===== src/rtl/multicycle_controller.sv =====
// Control FSM for the 16-bit accumulator multicycle datapath.
// Sequences fetch, decode, execute and writeback. All outputs are Moore
// (state only) except PCWrite in BRZ, which follows the live Zero flag.
module multicycle_controller #(
   parameter int STATE_W = 4
) (
   input  logic               clk,
   input  logic               reset,
   input  logic [3:0]         Op,
   input  logic [8:0]         Func,
   input  logic               Zero,
   output logic               AdrSrc,
   output logic               MemWrite,
   output logic               IRWrite,
   output logic               RegWrite,
   output logic [1:0]         ALUSrcA,
   output logic [1:0]         ALUSrcB,
   output logic [1:0]         ImmSrc,
   output logic [2:0]         ALUControl,
   output logic               A3Src,
   output logic               PCWrite,
   output logic [1:0]         PCSrc,
   output logic               OldPCWrite,
   output logic               MDRWrite,
   output logic               ResultSrc,
   output logic               AWrite,
   output logic               BWrite,
   output logic               illegal,
   output logic [STATE_W-1:0] dbg_state
);

   typedef enum logic [STATE_W-1:0] {
      S_FETCH  = STATE_W'(0),
      S_DECODE = STATE_W'(1),
      S_MEMRD  = STATE_W'(2),
      S_LDWB   = STATE_W'(3),
      S_MEMWR  = STATE_W'(4),
      S_JMP    = STATE_W'(5),
      S_BRZ    = STATE_W'(6),
      S_EXEC   = STATE_W'(7),
      S_EXECI  = STATE_W'(8),
      S_ALUWB  = STATE_W'(9)
   } state_t;

   state_t r_state;
   state_t w_next;
   logic   w_func_ok;
   logic   w_typec;

   // TYPEC Func must be exactly one of the eight low bits with Func[8] clear.
   assign w_func_ok = !Func[8] && $onehot(Func[7:0]);
   assign w_typec   = (Op == 4'b1000);
   assign dbg_state = r_state;

   // State register; async active-low reset parks the FSM in FETCH.
   always_ff @(posedge clk or negedge reset) begin
      if (!reset) r_state <= S_FETCH;
      else        r_state <= w_next;
   end

   // Next-state and output decode; enables are suppressed while in reset.
   always_comb begin
      w_next     = S_FETCH;
      AdrSrc     = 1'b0;
      MemWrite   = 1'b0;
      IRWrite    = 1'b0;
      RegWrite   = 1'b0;
      ALUSrcA    = 2'b00;
      ALUSrcB    = 2'b00;
      ImmSrc     = 2'b00;
      ALUControl = 3'b000;
      A3Src      = 1'b0;
      PCWrite    = 1'b0;
      PCSrc      = 2'b00;
      OldPCWrite = 1'b0;
      MDRWrite   = 1'b0;
      ResultSrc  = 1'b0;
      AWrite     = 1'b0;
      BWrite     = 1'b0;
      illegal    = 1'b0;
      case (r_state)
         S_FETCH: begin
            IRWrite    = 1'b1;
            OldPCWrite = 1'b1;
            ALUSrcB    = 2'b01;
            PCWrite    = 1'b1;
            w_next     = S_DECODE;
         end
         S_DECODE: begin
            AWrite = 1'b1;
            BWrite = 1'b1;
            case (Op)
               4'b0000: w_next = S_MEMRD;
               4'b0001: w_next = S_MEMWR;
               4'b0010: w_next = S_JMP;
               4'b0100: w_next = S_BRZ;
               4'b1000: begin
                  if (!w_func_ok)   illegal = 1'b1;
                  else if (!Func[7]) w_next = S_EXEC;
               end
               4'b1100, 4'b1101, 4'b1110, 4'b1111: w_next = S_EXECI;
               default: illegal = 1'b1;
            endcase
         end
         S_MEMRD: begin
            AdrSrc   = 1'b1;
            MDRWrite = 1'b1;
            w_next   = S_LDWB;
         end
         S_LDWB: begin
            RegWrite  = 1'b1;
            ResultSrc = 1'b1;
         end
         S_MEMWR: begin
            AdrSrc   = 1'b1;
            MemWrite = 1'b1;
         end
         S_JMP: begin
            PCSrc   = 2'b01;
            PCWrite = 1'b1;
         end
         S_BRZ: begin
            ALUSrcA    = 2'b10;
            ALUControl = 3'b110;
            PCSrc      = 2'b10;
            PCWrite    = Zero;
         end
         S_EXEC: begin
            ALUSrcA = 2'b10;
            case (Func[7:0])
               8'h01:   ALUControl = 3'b110;
               8'h02:   ALUControl = 3'b101;
               8'h04:   ALUControl = 3'b000;
               8'h08:   ALUControl = 3'b001;
               8'h10:   ALUControl = 3'b010;
               8'h20:   ALUControl = 3'b011;
               8'h40:   ALUControl = 3'b100;
               default: ALUControl = 3'b000;
            endcase
            w_next = S_ALUWB;
         end
         S_EXECI: begin
            ALUSrcA    = 2'b10;
            ALUSrcB    = 2'b10;
            ImmSrc     = Op[1] ? 2'b01 : 2'b00;
            ALUControl = {1'b0, Op[1:0]};
            w_next     = S_ALUWB;
         end
         S_ALUWB: begin
            RegWrite = 1'b1;
            A3Src    = w_typec && Func[0];
         end
         default: w_next = S_FETCH;
      endcase
      if (!reset) begin
         MemWrite   = 1'b0;
         IRWrite    = 1'b0;
         RegWrite   = 1'b0;
         PCWrite    = 1'b0;
         OldPCWrite = 1'b0;
         MDRWrite   = 1'b0;
         AWrite     = 1'b0;
         BWrite     = 1'b0;
         illegal    = 1'b0;
      end
   end

endmodule


===== config.mk =====
export PLATFORM = sky130hd
export DESIGN_NAME = multicycle_controller
export DESIGN_NICKNAME = d
export VERILOG_FILES = /design/src/rtl/multicycle_controller.sv
export SDC_FILE = /design/constraint.sdc
export NUM_CORES = 1
export LEC_CHECK = 0
export ABC_AREA = 0
export BUFFER_PORTS_ARGS = -buffer_cell sky130_fd_sc_hd__buf_2
export CELL_PAD_IN_SITES_DETAIL_PLACEMENT = 2
export CELL_PAD_IN_SITES_GLOBAL_PLACEMENT = 2
export CORE_MARGIN = 3
export CORE_UTILIZATION = 24
export DETAILED_ROUTE_END_ITERATION = 8
export GPL_TIMING_DRIVEN = 0
export PLACE_DENSITY_LB_ADDON = 0.1
export SYNTH_ARGS = -nofsm -noshare
export SYNTH_HDL_FRONTEND = slang
export SYNTH_SLANG_ARGS = --single-unit
export TNS_END_PERCENT = 5

===== constraint.sdc =====
create_clock -name clk -period 5.7 [get_ports clk]
set_input_delay 1.14 -clock clk [delete_from_list [all_inputs] [get_ports clk]]
set_output_delay 1.14 -clock clk [all_outputs]
set_load 0.1 [all_outputs]

==> summary.md, run 1 <==
| Metric | Value |
|---|---|
| Outcome | completed |
| Initial antenna violation count | 0 |
| Worst min path class | flip-flop to flip-flop |
| Starting Density | 26.2% |
| CTS HTree Levels | 1 |
| Final setup fails | 0 |
| Worst Tran Pin Value | 0.527 ns |
| Routability Congestion | 0.773 |
| WHS | 0.673 ns |
| Clock power share | 9.5% |
| Required @ worst endpoint | 4.56 ns |
| Sum of negative setup slack | 0 ns |
| Min Clock Period, post-route | 5.49 ns |
| Seq/Total Area, Yosys | 10.9% |
| Post-synth top flop | dfrtp_1 |
| Slew headroom | 64.9% |
| TritonCTS buffer count | 3 |
| Post-Place Worst Slack | 0.137 ns |
| Fin nets | 196 |
| I/O Pins | 43 |
| Final Routed Wirelength | 3.11 mm |
| Routed vias/inst | 4.82 |
| Worst setup margin | 0.214 ns |
| RSZ-0062 raised after global routing | no |
| Detail Route Antenna Nets | 0 |
| Worst-Skew Late Latency | 0.22 ns |
| Residual DRC | 0 |
| Fmax achieved | 182 MHz |
| Cell Int Power | 189 uW |
| Flops & latches, synth | 4 |
| CP max FO | 4 |
| Critical path class | primary input to primary output |
| Fillers | 443 |
| Share of layout cells above drive strength 1 | 33.3% |
| Dpl hpwl | 2.61 mm |
| Clock skew | 0.00369 ns |
| Syn. warnings | 0 |
| Root Buffer | clkbuf_8 |
| Top post-synthesis cells by area | dfrtp_1 11%, fa_1 8.7%, ha_1 8.2% |
| Grt total ovfl | 0 |
| Sw Share | 70.7% |
| R2R setup slack | 4.32 ns |
| Worst VDD drop | 0.197 mV |
| I/O Buffers | 36 |
| Starting DRT DRC Count | 21 |
| Die X | 67.9 um |
| Final hold vios | 0 |
| GRT Total Usage | 14.6% |
| Lkg Pwr | 0.658 nW |
| Worst-path clk slew | 0.03 ns |
| CTS tree | done |
| Gate power share | 82.8% |
| Post-synth top area share | 10.9% |
| First-pass GRT wire length | 5.14 mm |
| Async SR Flop Fraction | 100% |
| Core area | 0.00352 mm^2 |
| Synth Cell Area | 921 um^2 |
| # Max-Cap Violations | 0 |
| Sequential share of power | 7.7% |
| Die outline height | 67.9 um |
| Crit end category | primary output |
| Switching power | 455 uW |
| N_diodes | 0 |
| Overall power | 644 uW |
| Row Count | 21 |
| Largest net degree at the start of global routing | 11 |
| Wire length per cell | 14.5 um |
| EDFF count, synth | 0 |
| Synth cell types | 42 |
| Average size of a mapped cell | 7.19 um^2 |
| Die Footprint | 0.00462 mm^2 |
| Clk sinks | 4 |
| Setup crit start kind | primary input |
| Vias in the first global route | 1114 |
| Max FFs per register | 4 |
| Mapped Cells | 128 |
| WP data arrival | 4.35 ns |
| Cell taking the most area after synthesis | dfrtp_1 |
| Period Utilization, post-route | 96.3% |
| Final Max Tran Viols | 0 |
| Pwr/cell area | 531 mW/mm^2 |
| # Post-CTS Setup Buffers | 0 |
| Pre-antenna DRT Iters | 4 |
| Clk buf depth | 2 |
| Area Growth Syn to Fin | 31.7% |
| Routed via count | 1031 |
-- placed cells by master, fill, tap and decap left out, types with 5 or more instances in the layout --
master / instances
and3_1: 5
inv_1: 15
buf_4: 7
nor3_1: 6
nand2b_1: 5
nor2_1: 10
a21oi_1: 5
nand2_1: 8
ha_1: 6
buf_2: 40
-- layout make-up --
type | instances | area [um^2] | share of cell area, %
Multi-Input combinational cell | 97 | 697 | 57.5
Timing Repair Buffer | 36 | 183 | 15.1
Sequential cell | 4 | 100 | 8.26
Buffer | 12 | 73.8 | 6.09
Inverter | 16 | 60.1 | 4.95
Tap cell | 46 | 57.6 | 4.75
Clock buffer | 3 | 41.3 | 3.41
-- worst max-delay path, cell delays in order --
cell and delay (ns):
buf_2 0.09, inv_1 0.09, fa_1 0.57, fa_1 0.44, fa_1 0.43, inv_1 0.08, ha_1 0.17, inv_1 0.06
fa_1 0.38, nor3b_1 0.20, a22o_1 0.23, nand4_1 0.11, o311a_1 0.12, buf_4 0.23
-- stage by stage --
stage / cell area, um^2 / instances / utilization [%]
after floorplan: 931 / 129 / -
after global placement: 1170 / 211 / 33.2
after detailed placement: 1170 / 211 / 33.2
after CTS: 1210 / 214 / 34.4
after global routing: 1210 / 214 / 34.4
final: 1210 / 214 / 34.4
-- path summary, 6_finish.rpt --
path | start | endpoint | depth (start not counted)
worst max-delay path | Func[0] | illegal | 14
worst min-delay path | dbg_state[3]$_DFF_PN0_ | dbg_state[0]$_DFF_PN0_ | 3
worst max register to register | dbg_state[0]$_DFF_PN0_ | dbg_state[0]$_DFF_PN0_ | 4
worst min register to register | dbg_state[3]$_DFF_PN0_ | dbg_state[0]$_DFF_PN0_ | 3
max in group asynchronous | reset | dbg_state[1]$_DFF_PN0_ | 1
min in group asynchronous | reset | dbg_state[3]$_DFF_PN0_ | 1
-- power by group through the flow --
stage / sequential [mW] / combinational, mW / clock, mW
6_report: 0.0494 / 0.533 / 0.0611
4_1_cts: 0.0498 / 0.537 / 0.0641
3_5_place_dp: 0.0501 / 0.534 / 0
5_1_grt: 0.0518 / 0.566 / 0.0656
3_3_place_gp: 0.0494 / 0.527 / 0
2_1_floorplan: 0.112 / 0.385 / 0
-- cell usage after synthesis, types with 3 or more instances --
library cell / count
inv_1: 15
nor2_1: 10
nand2_1: 8
buf_4: 6
ha_1: 6
nor3_1: 6
a21oi_1: 5
and3_1: 5
buf_2: 5
nand2b_1: 5
dfrtp_1: 4
fa_1: 4
nor2b_1: 4
o21ai_0: 4
o21ai_1: 4
nand3_1: 3
-- cells by family (layout without fill, tap and decap cells) --
family | Yosys count | in the layout | share of synthesized area (%)
simple gates | 56 | 56 | 35.6
buf+inv | 28 | 67 | 14.5
compound gates | 24 | 24 | 16.8
fa+ha+maj | 10 | 10 | 16.8
xor+xnor | 4 | 4 | 3.81
flops | 4 | 4 | 10.9
other cells | 1 | 2 | 0.407
mux | 1 | 1 | 1.09
-- layer usage --
layer	wire, um	GRT usage (%)	vias to the layer above
met5	0	0	-
met4	36	3.72	0
met3	136	1.15	2
met2	1550	27.3	28
met1	1390	17.6	487
li1	-	-	514
-- timing repair --
| item | CTS | global route |
|---|---|---|
| endpoints found under the setup margin | 0 | 1 |
| resized for setup | 0 | 2 |
| hold buffers | 0 | 0 |
Note: power is estimated with default switching activity, not from simulation.
==> inputs of run 2 (changes only) <==
Settings changed: CORE_UTILIZATION 24 to 25, CTS_BUF_LIST from default to sky130_fd_sc_hd__clkbuf_2 sky130_fd_sc_hd__clkbuf_4 sky130_fd_sc_hd__clkbuf_8.
Clock period 5.7 ns to 5.5 ns, I/O delays scaled along.
==> summary.md, run 2 (synthesis gave the netlist of run 1 again) <==
| Metric | Value |
|---|---|
| Final Routed Wirelength | 3.08 mm |
| Row Count | 21 |
| Crit end category | primary output |
| Worst min path class | flip-flop to flip-flop |
| CP max FO | 3 |
| Area Growth Syn to Fin | 33.0% |
| I/O Pins | 43 |
| Setup crit start kind | primary input |
| Share of layout cells above drive strength 1 | 34.9% |
| Wire length per cell | 14.3 um |
| Top Metal Used | met4 |
| Cell Int Power | 200 uW |
| Routability Congestion | 0.744 |
| Critical path class | primary input to primary output |
| Hold buffers post-CTS | 0 |
| I/O Buffers | 36 |
| Final setup fails | 0 |
| Lkg Pwr | 0.664 nW |
| Worst-path clk slew | 0.03 ns |
| Die X | 66.7 um |
| GRT Total Usage | 14.5% |
| Starting Density | 26.8% |
| TritonCTS buffer count | 3 |
| Routed via count | 1043 |
| CTS HTree Levels | 1 |
| Grt total ovfl | 0 |
| Gate power share | 83.2% |
| N_diodes | 0 |
| Core area | 0.00344 mm^2 |
| Met2 wire length | 1.46 mm |
| Fmax achieved | 188 MHz |
| CTS tree | done |
| Clock power share | 9.3% |
| Sum of negative setup slack | 0 ns |
| Outcome | completed |
| Worst-Skew Late Latency | 0.22 ns |
| Commonest non-fill, non-tap cell in the layout | buf_2 |
| First-pass GRT wire length | 4.93 mm |
| Required @ worst endpoint | 4.40 ns |
| Fillers | 439 |
| Starting DRT DRC Count | 21 |
| Min Clock Period, post-route | 5.33 ns |
| Clock skew | 0.00185 ns |
| Final hold vios | 0 |
| Worst VDD drop | 0.192 mV |
| Residual DRC | 0 |
| Wire length on met3 | 179 um |
| WL met1 | 1.38 mm |
| Fin nets | 197 |
| Detail Route Antenna Nets | 0 |
| Die outline height | 66.7 um |
| Initial antenna violation count | 0 |
| Pwr/cell area | 549 mW/mm^2 |
| Most frequent cells in the layout | 40 x buf_2, 14 x inv_1, 10 x nor2_1 |
| Pre-antenna DRT Iters | 4 |
| Sw Share | 70.3% |
| Routed vias/inst | 4.85 |
| Die Footprint | 0.00445 mm^2 |
| Sequential share of power | 7.6% |
| Final Max Tran Viols | 0 |
| Overall power | 673 uW |
| Clk buf depth | 2 |
| Root Buffer | clkbuf_8 |
| WP data arrival | 4.23 ns |
| Vias in the first global route | 1046 |
| RSZ-0062 raised after global routing | no |
| Largest net degree at the start of global routing | 11 |
| WHS | 0.689 ns |
| # Max-Cap Violations | 0 |
| Clk sinks | 4 |
| Switching power | 473 uW |
| Period Utilization, post-route | 96.9% |
| Max FFs per register | 4 |
| Dpl hpwl | 2.59 mm |
==> run 2: worst paths after layout <==
| path | start | end | slack [ns] | cells after the start |
|---|---|---|---|---|
| min reg2reg | dbg_state[3]$_DFF_PN0_ | dbg_state[0]$_DFF_PN0_ | 0.69 | 3 |
| max in group asynchronous | reset | dbg_state[2]$_DFF_PN0_ | 4.61 | 1 |
| max reg2reg | dbg_state[0]$_DFF_PN0_ | dbg_state[0]$_DFF_PN0_ | 4.16 | 4 |
| min in group asynchronous | reset | dbg_state[0]$_DFF_PN0_ | 0.72 | 1 |
| min | dbg_state[3]$_DFF_PN0_ | dbg_state[0]$_DFF_PN0_ | 0.69 | 3 |
| max | Func[1] | illegal | 0.17 | 14 |
==> run 2: power by group through the flow <==
| stage | logic [mW] | clock network, mW | registers (mW) |
|---|---|---|---|
| final | 0.560 | 0.0622 | 0.0508 |
| after global routing | 0.589 | 0.0657 | 0.0529 |
| after CTS | 0.561 | 0.0640 | 0.0513 |
| after detailed placement | 0.558 | 0 | 0.0516 |
| after global placement | 0.545 | 0 | 0.0510 |
| after floorplan | 0.399 | 0 | 0.116 |
==> run 2: routing by layer <==
layer | up-vias | global-route usage (%)
li1 | 515 | -
met1 | 491 | 17.9
met2 | 33 | 25.1
met3 | 4 | 1.85
met4 | 0 | 6.09
met5 | - | 0
==> run 2: stage by stage <==
stage | util [%] | cell area [um^2] | setup WS, ns | cells
finish | 35.6 | 1220 | 0.172 | 215
global placement | 34.0 | 1170 | 0.0846 | 211
CTS | 35.2 | 1210 | 0.0276 | 214
floorplan | - | 931 | 0.0817 | 129
detailed placement | 34.0 | 1170 | -0.0112 | 211
global route | 35.6 | 1220 | 0.0240 | 215
==> run 2: critical path, stage by stage <==
cell,delay (ns)
buf_2,0.11
inv_1,0.12
fa_1,0.44
fa_1,0.53
fa_1,0.41
inv_1,0.06
ha_1,0.16
inv_1,0.06
fa_1,0.41
nor3b_2,0.18
a22o_1,0.19
nand4_1,0.10
o311a_1,0.11
buf_4,0.23
==> run 2: what timing repair did <==
action,4_1_cts,5_1_grt
setup buffers,0,1
gates resized for setup,1,2
pin swaps,0,1
endpoints found under the setup margin,1,1
hold endpoints to repair,0,0
==> run 2: layout make-up <==
cell class                 count  area (um^2)  share of cell area (%)
inverter                      16         60.1                    4.90
timing repair buffer          37          190                    15.5
tap                           46         57.6                    4.70
buffer                        12         73.8                    6.03
sequential                     4          100                    8.17
clock buffer                   3         41.3                    3.37
multi-input combinational     97          702                    57.3
==> inputs of run 3 (changes only) <==
Settings changed: CORE_UTILIZATION 25 to 27.
Clock period 5.5 ns to 6.7 ns, I/O delays scaled along.
==> summary.md, run 3 (synthesis gave the netlist of run 1 again) <==
| Metric | Value |
|---|---|
| RSZ-0062 raised after global routing | no |
| Starting DRT DRC Count | 30 |
| First-pass GRT wire length | 4.99 mm |
| Starting Density | 29.2% |
| Worst VDD drop | 0.141 mV |
| Crit path cell chain | buf_2 -> inv_1 -> fa_1 -> fa_1 -> fa_1 -> inv_1 -> ha_1 -> inv_1 -> fa_1 -> a22o_1 -> nand4_1 -> o311a_1 -> buf_2 |
| Final Routed Wirelength | 2.94 mm |
| WP data arrival | 4.60 ns |
| Lkg Pwr | 0.651 nW |
| FF-to-FF Start | dbg_state[0]$_DFF_PN0_ |
| Fmax achieved | 168 MHz |
| Most frequent CP cell | fa_1 |
| Root Buffer | clkbuf_4 |
| Clk sinks | 4 |
| CP max FO | 4 |
| R2R setup slack | 5.33 ns |
| Die X | 64.4 um |
| Pre-antenna DRT Iters | 3 |
| Hold path endpoint | dbg_state[1]$_DFF_PN0_ |
| N_diodes | 0 |
| Cts repair resizes | 0 |
| Routed vias/inst | 4.75 |
| CTS HTree Levels | 1 |
| Clk buf depth | 2 |
| Required @ worst endpoint | 5.36 ns |
| Post-Place Worst Slack | 0.722 ns |
| Commonest non-fill, non-tap cell in the layout | buf_2 |
| # Post-CTS Setup Buffers | 0 |
| I/O Pins | 43 |
| Worst setup margin | 0.758 ns |
| Die Footprint | 0.00415 mm^2 |
| Most frequent cells in the layout | 41 x buf_2, 15 x inv_1, 10 x nor2_1 |
| Routability Congestion | 0.781 |
| CP max-delay cell | fa_1 |
| Detail Route Antenna Nets | 0 |
| Core area | 0.00315 mm^2 |
| Fillers | 411 |
| Worst min path class | flip-flop to flip-flop |
| Pwr/cell area | 442 mW/mm^2 |
| Final Max Tran Viols | 0 |
| Final hold vios | 0 |
| Hold path start | dbg_state[3]$_DFF_PN0_ |
| Setup crit start kind | primary input |
| Row Count | 20 |
| GRT Total Usage | 14.7% |
| CTS tree | done |
| # Max-Cap Violations | 0 |
| Die outline height | 64.4 um |
| Max FFs per register | 4 |
| Cell family with most CP delay | adder cells |
| Share of layout cells above drive strength 1 | 33.3% |
| Wire length per cell | 13.8 um |
| Worst-Skew Late Latency | 0.23 ns |
| Hold buffers post-CTS | 0 |
| Area Growth Syn to Fin | 29.1% |
| Critical path buffers and inverters | 5 |
| Clock skew | 0.000463 ns |
| Residual DRC | 0 |
| Outcome | completed |
| Crit end category | primary output |
| CP peak stage delay | 0.56 ns |
| Critical path class | primary input to primary output |
| Grt total ovfl | 0 |
| Largest net degree at the start of global routing | 11 |
| Vias in the first global route | 1055 |
| Fin nets | 196 |
| TritonCTS buffer count | 3 |
| R2r worst-path depth | 4 |
| Worst reg2reg endpoint | dbg_state[0]$_DFF_PN0_ |
| Dpl hpwl | 2.55 mm |
| Routed via count | 1008 |
| Worst-path clk slew | 0.04 ns |
| Initial antenna violation count | 0 |
| Final setup fails | 0 |
| Sum of negative setup slack | 0 ns |
| I/O Buffers | 36 |
| Period Utilization, post-route | 88.7% |
| Min Clock Period, post-route | 5.94 ns |
| Hold depth | 3 |
## run 3: stage by stage
stage	total power [mW]	hold slack (ns)	util [%]	area (um^2)	instances
6_report	0.525	0.686	37.7	1190	212
5_1_grt	0.556	0.747	37.7	1190	212
4_1_cts	0.531	0.694	37.7	1190	212
3_5_place_dp	0.500	0.694	37.0	1170	209
3_3_place_gp	0.489	0.660	37.0	1170	209
2_1_floorplan	0.423	1.04	-	931	129
## run 3: worst register-to-register path, cell delays in order, from the launching register on
cell	delay, ns
dfrtp_1	0.42
clkbuf_1	0.42
nand3_1	0.20
o311a_1	0.17
o21ai_1	0.08
## run 3: power breakdown
part	total, mW	switching, mW	internal (mW)
clock network	0.0292	0.00920	0.0200
registers	0.0424	0.0104	0.0321
logic	0.454	0.364	0.0900
total	0.525	0.383	0.142
## run 3: final cells by class
| cell class | count | area [um^2] | share of cell area (%) |
|---|---|---|---|
| clock buffers | 3 | 22.5 | 1.89 |
| inverters | 16 | 60.1 | 5.05 |
| plain buffers | 12 | 73.8 | 6.21 |
| well taps | 44 | 55.1 | 4.63 |
| flip-flops and latches | 4 | 100 | 8.42 |
| multi-input cells | 97 | 697 | 58.6 |
| repair buffers | 36 | 180 | 15.2 |
## run 3: how the worst max path moves through the flow
stage,from,endpoint,slack [ns],cells past startpoint
2_1_floorplan,Func[0],illegal,0.80,11
3_3_place_gp,Func[0],illegal,0.81,13
3_5_place_dp,Func[0],illegal,0.72,14
4_1_cts,Func[0],illegal,0.71,14
5_1_grt,Func[0],illegal,0.53,14
6_report,Func[0],illegal,0.76,13
## run 3: per-layer routing
metal	track usage (%)	share of wire [%]	vias up
li1	-	-	511
met1	20.0	46	469
met2	25.0	49	26
met3	1.58	4.7	2
met4	3.17	0.51	0
met5	0	0	-
